==> src/rtl/mario_pkg.sv <==
// Shared definitions for the Mario input front end, animation FSM and renderer.
package mario_pkg;

    typedef enum logic [1:0] {
        StIdle = 2'd0,
        StRise = 2'd1,
        StHang = 2'd2,
        StFall = 2'd3
    } jump_state_e;

    localparam int unsigned DefDebounceN = 2;
    localparam int unsigned DefJumpRise  = 8;
    localparam int unsigned DefMinRise   = 3;
    localparam int unsigned DefJumpHang  = 2;
    localparam int unsigned DefStep      = 4;
    localparam int unsigned DefYW        = 8;

    // Sprite id range occupied by the player sprites.
    localparam logic [7:0] SprPlayer1R = 8'd32;
    localparam logic [7:0] SprPlayer4L = 8'd45;

endpackage

==> src/rtl/btn_debounce.sv <==
// Two-flop synchroniser followed by a run-length debounce counter for one button.
module btn_debounce #(
    parameter int unsigned DEBOUNCE_N = 2
) (
    input  logic clk_walk,
    input  logic rst,
    input  logic btn,
    output logic level
);

    localparam int unsigned CntW = 4;

    logic [1:0]      sync_q;
    logic            level_q;
    logic [CntW-1:0] cnt_q;

    always_ff @(posedge clk_walk or negedge rst) begin
        if (!rst) begin
            sync_q  <= 2'b00;
            level_q <= 1'b0;
            cnt_q   <= '0;
        end else begin
            sync_q <= {sync_q[0], btn};
            if (sync_q[1] == level_q) begin
                cnt_q <= '0;
            end else if (cnt_q == CntW'(DEBOUNCE_N - 1)) begin
                level_q <= ~level_q;
                cnt_q   <= '0;
            end else begin
                cnt_q <= cnt_q + CntW'(1);
            end
        end
    end

    assign level = level_q;

endmodule

==> src/rtl/mario_input_ctrl.sv <==
// Button front end and jump-arc FSM feeding the Mario sprite-animation logic.
module mario_input_ctrl
    import mario_pkg::*;
#(
    parameter int unsigned DEBOUNCE_N = DefDebounceN,
    parameter int unsigned JUMP_RISE  = DefJumpRise,
    parameter int unsigned MIN_RISE   = DefMinRise,
    parameter int unsigned JUMP_HANG  = DefJumpHang,
    parameter int unsigned STEP       = DefStep,
    parameter int unsigned Y_W        = DefYW
) (
    input  logic           clk_walk,
    input  logic           rst,
    input  logic           btn_left,
    input  logic           btn_right,
    input  logic           btn_jump,
    output logic           left,
    output logic           right,
    output logic           jump,
    output logic [Y_W-1:0] y_off,
    output logic           landed
);

    localparam int unsigned RcW     = $clog2(JUMP_RISE + 1);
    localparam int unsigned HcW     = $clog2(JUMP_HANG + 1);
    localparam int unsigned SettleN = DEBOUNCE_N + 3;
    localparam int unsigned ScW     = $clog2(SettleN + 1);

    if (64'(JUMP_RISE) * 64'(STEP) > (64'(1) << Y_W) - 64'(1)) begin : g_bad_y_w
        $error("JUMP_RISE*STEP does not fit in Y_W bits");
    end
    if (DEBOUNCE_N < 1 || DEBOUNCE_N > 15) begin : g_bad_debounce
        $error("DEBOUNCE_N must be in 1..15");
    end
    if (MIN_RISE < 1 || MIN_RISE > JUMP_RISE || JUMP_HANG < 1) begin : g_bad_arc
        $error("MIN_RISE must be in 1..JUMP_RISE and JUMP_HANG >= 1");
    end

    logic jump_db;

    btn_debounce #(.DEBOUNCE_N(DEBOUNCE_N)) u_db_left (
        .clk_walk (clk_walk),
        .rst      (rst),
        .btn      (btn_left),
        .level    (left)
    );

    btn_debounce #(.DEBOUNCE_N(DEBOUNCE_N)) u_db_right (
        .clk_walk (clk_walk),
        .rst      (rst),
        .btn      (btn_right),
        .level    (right)
    );

    btn_debounce #(.DEBOUNCE_N(DEBOUNCE_N)) u_db_jump (
        .clk_walk (clk_walk),
        .rst      (rst),
        .btn      (btn_jump),
        .level    (jump_db)
    );

    // Reset values look like a released button; only arm once the pipeline has
    // really seen the jump button low, so a press held through reset cannot fire.
    logic           jump_db_q;
    logic           armed_q;
    logic [ScW-1:0] settle_cnt_q;
    logic           trigger;

    always_ff @(posedge clk_walk or negedge rst) begin
        if (!rst) begin
            jump_db_q    <= 1'b0;
            armed_q      <= 1'b0;
            settle_cnt_q <= '0;
        end else begin
            jump_db_q <= jump_db;
            if (!armed_q) begin
                if (jump_db) begin
                    settle_cnt_q <= '0;
                end else if (settle_cnt_q == ScW'(SettleN - 1)) begin
                    armed_q <= 1'b1;
                end else begin
                    settle_cnt_q <= settle_cnt_q + ScW'(1);
                end
            end
        end
    end

    assign trigger = jump_db & ~jump_db_q & armed_q;

    jump_state_e    state_q;
    logic [RcW-1:0] rise_cnt_q;
    logic [HcW-1:0] hang_cnt_q;
    logic [Y_W-1:0] y_off_q;
    logic           jump_q;
    logic           landed_q;

    always_ff @(posedge clk_walk or negedge rst) begin
        if (!rst) begin
            state_q    <= StIdle;
            rise_cnt_q <= '0;
            hang_cnt_q <= '0;
            y_off_q    <= '0;
            jump_q     <= 1'b0;
            landed_q   <= 1'b0;
        end else begin
            landed_q <= 1'b0;
            case (state_q)
                StIdle: begin
                    if (trigger) begin
                        jump_q     <= 1'b1;
                        rise_cnt_q <= '0;
                        state_q    <= StRise;
                    end
                end
                StRise: begin
                    y_off_q    <= y_off_q + Y_W'(STEP);
                    rise_cnt_q <= rise_cnt_q + RcW'(1);
                    if (rise_cnt_q == RcW'(JUMP_RISE - 1) ||
                        (!jump_db && rise_cnt_q >= RcW'(MIN_RISE - 1))) begin
                        hang_cnt_q <= '0;
                        state_q    <= StHang;
                    end
                end
                StHang: begin
                    if (hang_cnt_q == HcW'(JUMP_HANG - 1)) begin
                        state_q <= StFall;
                    end else begin
                        hang_cnt_q <= hang_cnt_q + HcW'(1);
                    end
                end
                StFall: begin
                    if (y_off_q > Y_W'(STEP)) begin
                        y_off_q <= y_off_q - Y_W'(STEP);
                    end else begin
                        y_off_q  <= '0;
                        jump_q   <= 1'b0;
                        landed_q <= 1'b1;
                        state_q  <= StIdle;
                    end
                end
                default: state_q <= StIdle;
            endcase
        end
    end

    assign jump   = jump_q;
    assign y_off  = y_off_q;
    assign landed = landed_q;

endmodule

==> config.mk <==
export PLATFORM = sky130hd
export DESIGN_NAME = mario_input_ctrl
export DESIGN_NICKNAME = d
export VERILOG_FILES = /design/src/rtl/mario_pkg.sv /design/src/rtl/btn_debounce.sv /design/src/rtl/mario_input_ctrl.sv
export SDC_FILE = /design/constraint.sdc
export NUM_CORES = 1
export LEC_CHECK = 0
export CAP_MARGIN = 10
export CORE_MARGIN = 5
export CORE_UTILIZATION = 54
export CTS_BUF_LIST = sky130_fd_sc_hd__clkbuf_4 sky130_fd_sc_hd__clkbuf_8 sky130_fd_sc_hd__clkbuf_16
export CTS_CLUSTER_SIZE = 24
export DETAILED_ROUTE_END_ITERATION = 16
export PLACE_DENSITY = 0.72
export SLEW_MARGIN = 5
export SYNTH_ARGS = -nofsm -noshare
export SYNTH_HDL_FRONTEND = slang
export SYNTH_SLANG_ARGS = --single-unit
==> constraint.sdc <==
create_clock -name clk_walk -period 2.5 [get_ports clk_walk]
set_input_delay 0.25 -clock clk_walk [delete_from_list [all_inputs] [get_ports clk_walk]]
set_output_delay 0.25 -clock clk_walk [all_outputs]
set_load 0.02 [all_outputs]
======== Word level (Yosys, flattened, before mapping) ========
Index checks and enable logic that the tools add are counted.
storage, ports and cells
  register bits ........................... 44
  word-level logic and storage cells ...... 100
  ROM bits ................................ 0
  RAM bits ................................ 0
  memories ................................ 0
  output and inout bits ................... 12
  latch bits .............................. 0
cells by class
  mux-type cells .......................... 28
  shift-type cells ........................ 0
  multipliers ............................. 0
  div/mod/pow operators ................... 0
  add/sub/neg operators ................... 8
  reductions and logical operators ........ 16
  equal/unequal tests ..................... 18
  bitwise gates (word level) .............. 10
  magnitude comparators ................... 2
operators with widths
  kind                 number
  $mux 4               7
  $add 4x1->4 const B  4
  $pmux 8 s2           1
  $eq 4x1->1 const B   3
  $mux 2               6
  $ne 2x2->1 const B   5
  $reduce_and 2->1     5
  $add 8x3->8 const B  1
  $gt 8x3->1 const B   1
  $mux 8               1
  $not 1->1            8
  $pmux 2 s4           1
  $pmux 4 s2           1
  $reduce_bool 2->1    4
  $sub 8x3->8 const B  1
  $mux 1               7
  $mux 3               2
  $reduce_and 3->1     2
  $eq 2x1->1 const B   2
  $eq 2x2->1 const B   2
  $eq 4x3->1 const B   1
  $ge 4x2->1 const B   1
  $pmux 2 s2           1
  $reduce_and 4->1     1
  other kinds (11)     14

======== Depth between registers and ports, before layout ========
Gate-level depths: netlist of run 1.
  depth in word-level cells ............... 5
  depth in mapped cells ................... 7

======== Hierarchy ========
Synthesis of run 1 repeated with hierarchy kept, for this count alone.
unflattened totals
  cells, all modules ...................... 199
  area, all modules ....................... 2,147.1 um^2
by module, submodules not included
  module            area an instance (um^2)  cells an instance  sequential area each (um^2)  times used
  mario_input_ctrl  1,298.7                  133                525.5                        1
  btn_debounce      282.8                    22                 175.2                        3

======== Worst setup path before layout of run 1 ========
Ideal clock, no wire load.
  path type ............................... register to register
  start ................................... register y_off_q[2], in the netlist y_off[2]
  end ..................................... register state_q[1]
  library setup time ...................... 0.125 ns
  arrival time ............................ 1.841 ns
  path slack .............................. 0.534 ns
  data required time ...................... 2.375 ns
  period minus slack after synthesis ...... 1.966 ns
  cell stages (with the launch flop) ...... 8
  cells stage by stage .................... dfrtp_1 clkbuf_1 inv_1 ha_1 nor2_1 and2b_4 o2111ai_4 mux2_4
between the ends
  longest elaborated chain between the ends .. 3
RTL lines
  element                     RTL line                 text
  start: declaration          mario_input_ctrl.sv:93   logic [Y_W-1:0] y_off_q;
  start signal: assignment    mario_input_ctrl.sv:116  y_off_q <= y_off_q + Y_W'(STEP);
  start signal: assignment    mario_input_ctrl.sv:133  y_off_q <= y_off_q - Y_W'(STEP);
  $gt 8x3->1                  mario_input_ctrl.sv:132  if (y_off_q > Y_W'(STEP)) begin
  $ne 2x2->1 (no line)        --
  $reduce_and 4->1 (no line)  --
  end signal: assignment      mario_input_ctrl.sv:126  state_q <= StFall;
  end signal: assignment      mario_input_ctrl.sv:138  state_q <= StIdle;
  end signal: assignment      mario_input_ctrl.sv:141  default: state_q <= StIdle;
  end: declaration            mario_input_ctrl.sv:90   jump_state_e state_q;
Every way passes these cells.
A chain may end at the register's enable or synchronous reset.

======== Worst setup path after layout of run 1 ========
Ends and elaborated chain as after synthesis.

==> results by group, run 1 <==
Logic synthesis
  – Syn Inst Count: 203
  – Ys flop type: dfrtp_1
  – Synth Cell Area: 0.00219 mm2
  – Flops & latches, synth: 42
  – Distinct cell type count after synthesis: 39
  – Synth warnings: 0
  – Sequential fraction of the synthesis area: 48.0%
  – Mapped Avg Cell Area: 10.8 um2
  – Synth top area share: 48.0%
  – Post-synth EDFFs: 0
  – Area leader, netlist: dfrtp_1
  – Dominant cells by area after synthesis: dfrtp_1, ha_1, nor2_1, xor2_1, mux2_2
  – FFs w/ async S/R, synth: 100%

Placement
  – DP HPWL: 2680 um
  – RD Place Congestion: 0.839
  – IO buf count: 14
  – Place WS: 0.636 ns

Timing
  – Clk_skew: 0.00463 ns
  – Slew Limit Fails: 0
  – Slew headroom: 40.1%
  – Final worst-path setup slack: 0.625 ns
  – RSZ-0062 raised after global routing: false
  – Maximum clock rate: 533 MHz
  – Period utilisation layout: 75.0%
  – Setup_tns: 0 ns
  – Hold Violations, Final: 0
  – Final Setup Violations: 0
  – Shortest period the worst path allows: 1.88 ns
  – Worst slew pin tran: 0.898 ns

CTS
  – Post-CTS setup buffer count: 0
  – H-tree levels: 2
  – CTS tree: done
  – Total CTS buffers: 5
  – Longest Clk Path Bufs: 2
  – Latest clock arrival within the worst-skew pair: 0.29 ns
  – Root Buffer: clkbuf_8
  – Hold-fix buffers, CTS: 0
  – Clock sinks: 42
  – Number of gates resized after CTS: 0
  – Worst-path clk slew: 0.08 ns

Global route
  – Overflow after GRT: 0
  – GRT Total Usage: 15.8%
  – Largest net degree at the start of global routing: 43
  – Vias in the first global route: 1,465
  – First-pass GRT wire length: 6560 um
  – Initial antenna violation count: 0

Worst setup path
  – CP arrival: 2.06 ns
  – Reg2Reg Launch Point: y_off[2]
  – CP Class: register to register
  – CP max-delay cell: dfrtp_1
  – Critical Path Source: y_off[2]
  – Buf/Inv on CP: 1
  – Crit path max-delay family: flip-flops
  – Startpoint types: register
  – Worst-path cell chain: inv_1 -> ha_1 -> nor2_1 -> and2b_4 -> o2111ai_4 -> mux2_4
  – Largest stage delay on the critical path: 0.53 ns
  – Setup crit end kind: register
  – CP required: 2.68 ns
  – Critical path fanouts, max: 10

Die
  – Site Rows: 23
  – Die extent in x: 73.7 um
  – I/O pin cnt: 17
  – DIE AREA: 0.00543 mm2
  – Initial core utilization: 55.1%
  – Die height: 73.7 um
  – Core Box Area: 0.00397 mm2

Cells and area
  – Layout cells sized above 1: 9.59%
  – Area growth from synthesis to layout: 11.6%
  – Leading cell type in the layout, fill and taps excluded: dfrtp_1
  – Fin nets: 242
  – Most frequent cells in the layout: dfrtp_1, nor2_1, ha_1
  – N_diodes: 0

Routing
  – Vias: 1,464
  – Routed Antenna Nets: 0
  – Avg Vias per Cell: 5.44
  – DRC Markers: 0
  – Routed wire length: 3620 um
  – 1st-iter DRT viols: 63
  – DR pass1 iterations: 4
  – Drt wl/cell: 13.4 um

Pwr
  – Logic pwr share: 45.7%
  – PD cells: 1240 mW/mm2
  – Flop pwr share: 39.6%
  – PnR Total Power: 3.04 mW
  – Clk pwr share: 14.7%
  – Worst IR Drop VDD: 622 uV
  – Leakage: 1.13 nW
  – Switch Pwr: 1.23 mW
  – Switching share of power: 40.5%
  – P_int: 1.81 mW

Worst hold path
  – Hold/Removal Path Class: input port to asynchronous set/reset pin

Job
  – Max Cap Viol: 0

Outcome
  – Status: finished, final reports clean
## cell type report
cell class | instances | area (um2)
clock buffer | 7 | 90.1
clock inverter | 1 | 5.00
fill | 329 | 1530
inverter | 14 | 52.6
multi-input combinational | 140 | 1040
sequential | 42 | 1050
tap | 50 | 62.6
timing repair buffer | 15 | 143
## logic make-up after synthesis
| family | synth area share [%] |
|---|---|
| AO/OA/AOI/OAI | 10.8 |
| XOR/XNOR | 5.60 |
| adder cells (fa/ha/maj) | 10.9 |
| buffers and inverters | 4.69 |
| flip-flops | 48.0 |
| multiplexers | 5.14 |
| other | 0.171 |
| AND/OR/NAND/NOR | 14.7 |
## synthesized netlist by cell type (2+ instances only)
cell	instances
a21oi_1	6
a22o_1	5
a31oi_1	2
and3_1	2
and4b_1	2
buf_4	3
clkbuf_1	3
dfrtp_1	42
ha_1	19
inv_1	14
mux2_2	6
mux2i_1	3
nand2_1	17
nand2b_1	2
nand3_1	5
nand3b_1	3
nand4_1	3
nor2_1	24
nor3_1	2
o21ai_0	7
o31ai_1	3
xnor2_1	5
xor2_1	9
## worst paths after layout
check                                            to  slack, ns  cells past startpoint
worst max-delay path                     state_q[1]       0.62                      6
worst min-delay path             u_db_left.cnt_q[1]       0.08                      1
worst max register to register           state_q[1]       0.62                      6
worst min register to register  u_db_left.sync_q[1]       0.35                      0
max in group asynchronous        u_db_jump.cnt_q[1]       1.85                      1
min in group clk_walk           u_db_left.sync_q[1]       0.35                      0
## metal layers
metal  global-route usage (%)  routed length, um  up-vias
li1                         -                  -      716
met1                     19.1               1580      722
met2                     26.6               1840       20
met3                     4.92                136        6
met4                     5.63                 59        0
met5                        0                  0        -
## power groups by stage
stage | Sequential (mW) | Combinational, mW | Clock, mW
finish | 1.20 | 1.39 | 0.446
global placement | 1.19 | 1.32 | 0
CTS | 1.20 | 1.40 | 0.465
floorplan | 1.18 | 1.05 | 0
global route | 1.25 | 1.55 | 0.495
detailed placement | 1.21 | 1.40 | 0
## metrics by stage
step | instances | area, um2 | hold slack (ns) | util [%]
final | 269 | 2440 | 0.0837 | 61.5
after CTS | 269 | 2440 | 0.111 | 61.5
after floorplan | 204 | 2190 | -0.0456 | -
after global routing | 269 | 2440 | 0.174 | 61.5
after global placement | 261 | 2350 | 0.334 | 59.1
after detailed placement | 261 | 2350 | 0.336 | 59.1
## sequential cells by signal, summed over array words and instances, names as in the netlist
| register | cells |
|---|---|
| hang_cnt_q | 2 |
| u_db_right.sync_q | 2 |
| armed_q | 1 |
| state_q | 2 |
| jump_db_q | 1 |
| y_off | 6 |
| u_db_jump.level | 1 |
| settle_cnt_q | 3 |
| u_db_jump.sync_q | 2 |
| landed | 1 |
| jump | 1 |
| u_db_left.level | 1 |
| u_db_left.cnt_q | 4 |
| u_db_right.level | 1 |
| u_db_left.sync_q | 2 |
| rise_cnt_q | 4 |
| u_db_right.cnt_q | 4 |
| u_db_jump.cnt_q | 4 |
No activity file was read; power rests on OpenSTA's default activity.
==> run 2: changes to the inputs <==
- clock period: 2.5 -> 1.9 ns (I/O delays scaled with it)
==> results by group, run 2 (same netlist as run 1, synthesis figures left out) <==
Global route
  – Initial antenna violation count: 0 (unchanged)
  – First-pass GRT wire length: 6420 um (-2.1%)
  – GRT Total Usage: 15.0% (-0.83 points)
  – Vias in the first global route: 1,464 (-0.068%)
  – Overflow after GRT: 0 (unchanged)
  – Largest net degree at the start of global routing: 25 (-42%)

Routing
  – Avg Vias per Cell: 5.35 (-1.8%)
  – Drt wl/cell: 13.3 um (-1.4%)
  – Routed wire length: 3650 um (+0.83%)
  – Routed Antenna Nets: 0 (unchanged)
  – DRC Markers: 0 (unchanged)
  – 1st-iter DRT viols: 85 (+35%)
  – Vias: 1,470 (+0.41%)
  – DR pass1 iterations: 4 (unchanged)

CTS
  – Clock sinks: 42 (unchanged)
  – CTS tree: done
  – Longest Clk Path Bufs: 2 (unchanged)
  – Worst-path clk slew: 0.08 ns (about the same)
  – Total CTS buffers: 5 (unchanged)
  – H-tree levels: 2 (unchanged)
  – Post-CTS setup buffer count: 0 (unchanged)
  – Latest clock arrival within the worst-skew pair: 0.29 ns (about the same)
  – Root Buffer: clkbuf_8

Cells and area
  – Finished Layout Cells: 275 (+2.2%)
  – N_diodes: 0 (unchanged)
  – Layout cells sized above 1: 12.4% (+2.9 points)
  – Most frequent cells in the layout: dfrtp_1, nor2_1, ha_1
  – Area growth from synthesis to layout: 13.7%
  – Fin nets: 248 (+2.5%)
  – Leading cell type in the layout, fill and taps excluded: dfrtp_1
  – Max FFs per register: 6 (unchanged)

Timing
  – Final Setup Violations: 0 (unchanged)
  – Setup_tns: 0 ns (unchanged)
  – RSZ-0062 raised after global routing: false
  – Maximum clock rate: 553 MHz (+3.7%)
  – Shortest period the worst path allows: 1.81 ns (-0.0677 ns)
  – Hold Violations, Final: 0 (unchanged)
  – Worst slew pin tran: 0.517 ns (-0.381 ns)
  – Period utilisation layout: 95.1% (+20 points)
  – Slew Limit Fails: 0 (unchanged)
  – Slew headroom: 65.5% (+25 points)
  – Clk_skew: 0.00704 ns (+0.00241 ns)

Placement
  – DP HPWL: 2770 um (+3.5%)
  – IO buf count: 14 (unchanged)
  – RD Place Congestion: 0.712 (-15%)
  – Placed Cells: 266 (+1.9%)

Worst setup path
  – Setup crit end kind: register
  – Critical path fanouts, max: 10 (unchanged)
  – CP arrival: 1.98 ns (-0.08 ns)
  – CP Class: register to register
  – Startpoint types: register
  – CP required: 2.08 ns (-0.60 ns)

Pwr
  – Worst IR Drop VDD: 925 uV (+49%)
  – PD cells: 1610 mW/mm2 (+29%)
  – Leakage: 1.15 nW (+2.1%)

Die
  – Core Box Area: 0.00397 mm2 (unchanged)
  – Die extent in x: 73.7 um (unchanged)
  – DIE AREA: 0.00543 mm2 (unchanged)
  – I/O pin cnt: 17 (unchanged)
  – Die height: 73.7 um (unchanged)
  – Initial core utilization: 55.1% (unchanged)
  – Site Rows: 23 (unchanged)

Outcome
  – Status: finished, final reports clean

Worst hold path
  – Hold/Removal Path Class: input port to register

Job
  – Max Cap Viol: 0 (unchanged)
[run 2: cell types whose count changed in the layout (fill, tap and decap cells not counted), sizes merged]
cell,previous run,this run
dlygate4sd3,0,1
buf,2,7
clkinv,1,2
clkbuf,7,6
[run 2: path summary, 6_finish.rpt]
check,start,cells past startpoint,end,slack (ns)
max in group asynchronous,rst,3,settle_cnt_q[1],0.89
worst max register to register,y_off[2],6,state_q[1],0.09
worst min-delay path,btn_left,1,u_db_left.sync_q[0],0.34
min in group asynchronous,rst,2,u_db_right.sync_q[0],0.41
worst min register to register,u_db_left.sync_q[0],0,u_db_left.sync_q[1],0.35
worst max-delay path,y_off[2],6,state_q[1],0.09
[run 2: layer usage]
| layer | vias to the layer above | track usage (%) | part of all wire [%] |
|---|---|---|---|
| li1 | 727 | - | - |
| met3 | 5 | 4.10 | 2.9 |
| met1 | 718 | 19.3 | 46 |
| met2 | 20 | 25.1 | 50 |
| met4 | 0 | 3.62 | 1.2 |
| met5 | - | 0 | 0 |
[run 2: area by class of cell]
class | count | area, um2
Inverter | 14 | 52.6
Tap cell | 50 | 62.6
Clock inverter | 2 | 13.8
Timing Repair Buffer | 21 | 190
Clock buffer | 6 | 76.3
Fill cell | 331 | 1480
Multi-Input combinational cell | 140 | 1040
Sequential cell | 42 | 1050
[run 2: metrics by stage]
| stage | worst slack (ns) | hold WS [ns] | utilization, % | total power [mW] | area (um2) |
|---|---|---|---|---|---|
| floorplan | 0.0627 | -0.106 | - | 2.93 | 2200 |
| finish | 0.0926 | 0.340 | 62.7 | 4.01 | 2490 |
| detailed placement | 0.102 | 0.194 | 60.1 | 3.47 | 2390 |
| global placement | 0.182 | 0.189 | 60.1 | 3.36 | 2390 |
| global route | 0.0142 | 0.330 | 62.7 | 4.35 | 2490 |
| CTS | 0.0988 | 0.329 | 62.6 | 4.05 | 2490 |
[run 2: what timing repair did]
| action | 4_1_cts | 5_1_grt |
|---|---|---|
| resized for setup | 0 | 1 |
| setup endpoints to repair | 0 | 1 |
| hold buffers | 1 | 0 |
| endpoints found under the hold margin | 22 | 0 |
[run 2: critical path, cell delays in order, from the launching register on]
cell and delay (ns):
dfrtp_2 0.46, inv_1 0.07, ha_1 0.25, nor2_1 0.16, and2b_4 0.23, o2111ai_4 0.21, mux2_4 0.32
[run 2: where the power goes]
group	switching, mW	internal (mW)
clock network	0.285	0.273
registers	0.363	1.20
logic	0.976	0.914
total	1.62	2.38
==> run 3: changes to the inputs <==
- ABC_CLOCK_PERIOD_IN_PS: unset -> 1900
- CORE_UTILIZATION: 54 -> 57
- PLACE_DENSITY: 0.72 -> 0.75
==> results by group, run 3 (same netlist as run 1, synthesis figures left out) <==
Outcome
  – Status: finished, final reports clean

Global route
  – First-pass GRT wire length: 6690 um (+4.2%)
  – GRT Total Usage: 16.3% (+1.3 points)
  – Overflow after GRT: 0 (unchanged)
  – Largest net degree at the start of global routing: 25 (unchanged)
  – Vias in the first global route: 1,552 (+6.0%)
  – Initial antenna violation count: 0 (unchanged)

Worst setup path
  – Crit path capture: state_q[1]
  – Setup crit end kind: register
  – Critical path fanouts, max: 10 (unchanged)
  – Reg2Reg Launch Point: y_off[2]
  – Worst reg2reg path depth: 6 (unchanged)
  – CP arrival: 2.00 ns (+0.02 ns)
  – CP Class: register to register
  – Critical Path Source: y_off[2]
  – Startpoint types: register
  – Worst R2R Setup Slack: 0.08 ns (about the same)
  – CP required: 2.08 ns (about the same)
  – Reg-to-Reg End: state_q[1]

Cells and area
  – Filler instances: 288 (-13%)
  – Max FFs per register: 6 (unchanged)
  – Layout cells sized above 1: 12.8% (+0.39 points)
  – Area growth from synthesis to layout: 15.0%
  – Most frequent cells in the layout: dfrtp_1, nor2_1, ha_1
  – Fin nets: 249 (+0.40%)
  – N_diodes: 0 (unchanged)
  – Leading cell type in the layout, fill and taps excluded: dfrtp_1

Timing
  – Period utilisation layout: 95.7% (+0.62 points)
  – Clk_skew: 0.00437 ns (-0.00267 ns)
  – Slew headroom: 63.6% (-1.9 points)
  – Shortest period the worst path allows: 1.82 ns (+0.0118 ns)
  – RSZ-0062 raised after global routing: false
  – Worst slew pin tran: 0.545 ns (+0.0284 ns)
  – Hold Violations, Final: 0 (unchanged)
  – Setup_tns: 0 ns (unchanged)
  – Worst hold margin: 0.337 ns (-0.00243 ns)
  – Final Setup Violations: 0 (unchanged)
  – Slew Limit Fails: 0 (unchanged)
  – Maximum clock rate: 550 MHz (-0.65%)

Routing
  – DR pass1 iterations: 4 (unchanged)
  – Drt wl/cell: 13.7 um (+3.4%)
  – DRC Markers: 0 (unchanged)
  – Avg Vias per Cell: 5.33 (-0.32%)
  – Routed Antenna Nets: 0 (unchanged)
  – 1st-iter DRT viols: 33 (-61%)
  – Routed wire length: 3760 um (+3.1%)
  – Vias: 1,460 (-0.68%)

Worst hold path
  – Hold/Removal Path Class: input port to register

Die
  – Core Box Area: 0.00369 mm2 (-7.1%)
  – Initial core utilization: 59.4% (+4.2 points)
  – Site Rows: 22 (-4.3%)
  – DIE AREA: 0.00518 mm2 (-4.5%)
  – Die height: 72.0 um (-2.3%)
  – I/O pin cnt: 17 (unchanged)
  – Die extent in x: 72.0 um (-2.3%)

CTS
  – Post-CTS setup buffer count: 0 (unchanged)
  – Total CTS buffers: 5 (unchanged)
  – Longest Clk Path Bufs: 2 (unchanged)
  – CTS tree: done
  – Latest clock arrival within the worst-skew pair: 0.29 ns (about the same)
  – H-tree levels: 2 (unchanged)
  – Worst-path clk slew: 0.08 ns (about the same)
  – Clock sinks: 42 (unchanged)
  – Root Buffer: clkbuf_8

Placement
  – IO buf count: 14 (unchanged)
  – RD Place Congestion: 0.907 (+28%)
  – DP HPWL: 2870 um (+3.6%)

Job
  – Max Cap Viol: 0 (unchanged)

Pwr
  – Leakage: 1.17 nW (+0.94%)
  – PD cells: 1660 mW/mm2 (+3.1%)
  – Worst IR Drop VDD: 1140 uV (+23%)
run 3: cell types whose count changed in the layout (fill, tap and decap cells not counted):
| cell | delta |
|---|---|
| bufinv_16 | +1 |
| clkinvlp_4 | +1 |
| clkinv_4 | -1 |
| buf_4 | +1 |
| clkinv_2 | -1 |
run 3: repair_timing:
item                                   4_1_cts  5_1_grt
hold buffers                                 1        0
endpoints found under the hold margin       22        0
gates resized for setup                      0        1
setup endpoints to repair                    0        1
run 3: area by class of cell:
type | instances | area (um2) | share of cell area [%]
Clock inverter | 2 | 37.5 | 1.49
Tap cell | 48 | 60.1 | 2.39
Sequential cell | 42 | 1050 | 41.8
Inverter | 14 | 52.6 | 2.09
Timing Repair Buffer | 22 | 198 | 7.85
Clock buffer | 6 | 76.3 | 3.03
Multi-Input combinational cell | 140 | 1040 | 41.3
run 3: worst max-delay path: stages, from the launching register on:
cell	delay, ns
dfrtp_2	0.45
inv_1	0.07
ha_1	0.26
nor2_1	0.17
and2b_4	0.23
o2111ai_4	0.21
mux2_4	0.32
run 3: report_power, final:
part | switching [mW] | internal (mW) | total, mW | leakage [nW]
logic | 1.01 | 0.930 | 1.94 | 0.588
clock network | 0.292 | 0.406 | 0.698 | 0.0548
registers | 0.346 | 1.20 | 1.54 | 0.523
run 3: metal layers:
layer  GRT usage, %  up-vias  routed length, um
met3           3.88        5                134
met2           28.4       19               1870
met1           19.6      711               1710
met5              0        -                  0
li1               -      725                  -
met4           6.26        0                 40
run 3: through the flow:
step	cell area [um2]	utilization, %	total power, mW	cells	worst slack, ns
finish	2520	68.2	4.18	274	0.0808
global route	2520	68.2	4.53	274	0.000421
CTS	2520	68.2	4.22	274	0.0731
detailed placement	2390	64.9	3.51	265	0.114
global placement	2390	64.9	3.37	265	0.190
floorplan	2200	-	2.93	204	0.0627
run 3: how the worst min path moves through the flow:
| stage | from | end | slack [ns] | cells past startpoint |
|---|---|---|---|---|
| floorplan | rst | armed_q | -0.11 | 0 |
| global placement | rst | u_db_right.sync_q[1] | 0.20 | 1 |
| detailed placement | rst | u_db_right.sync_q[1] | 0.20 | 1 |
| CTS | btn_jump | u_db_jump.sync_q[0] | 0.33 | 1 |
| global route | btn_jump | u_db_jump.sync_q[0] | 0.32 | 1 |
| finish | btn_right | u_db_right.sync_q[0] | 0.34 | 1 |
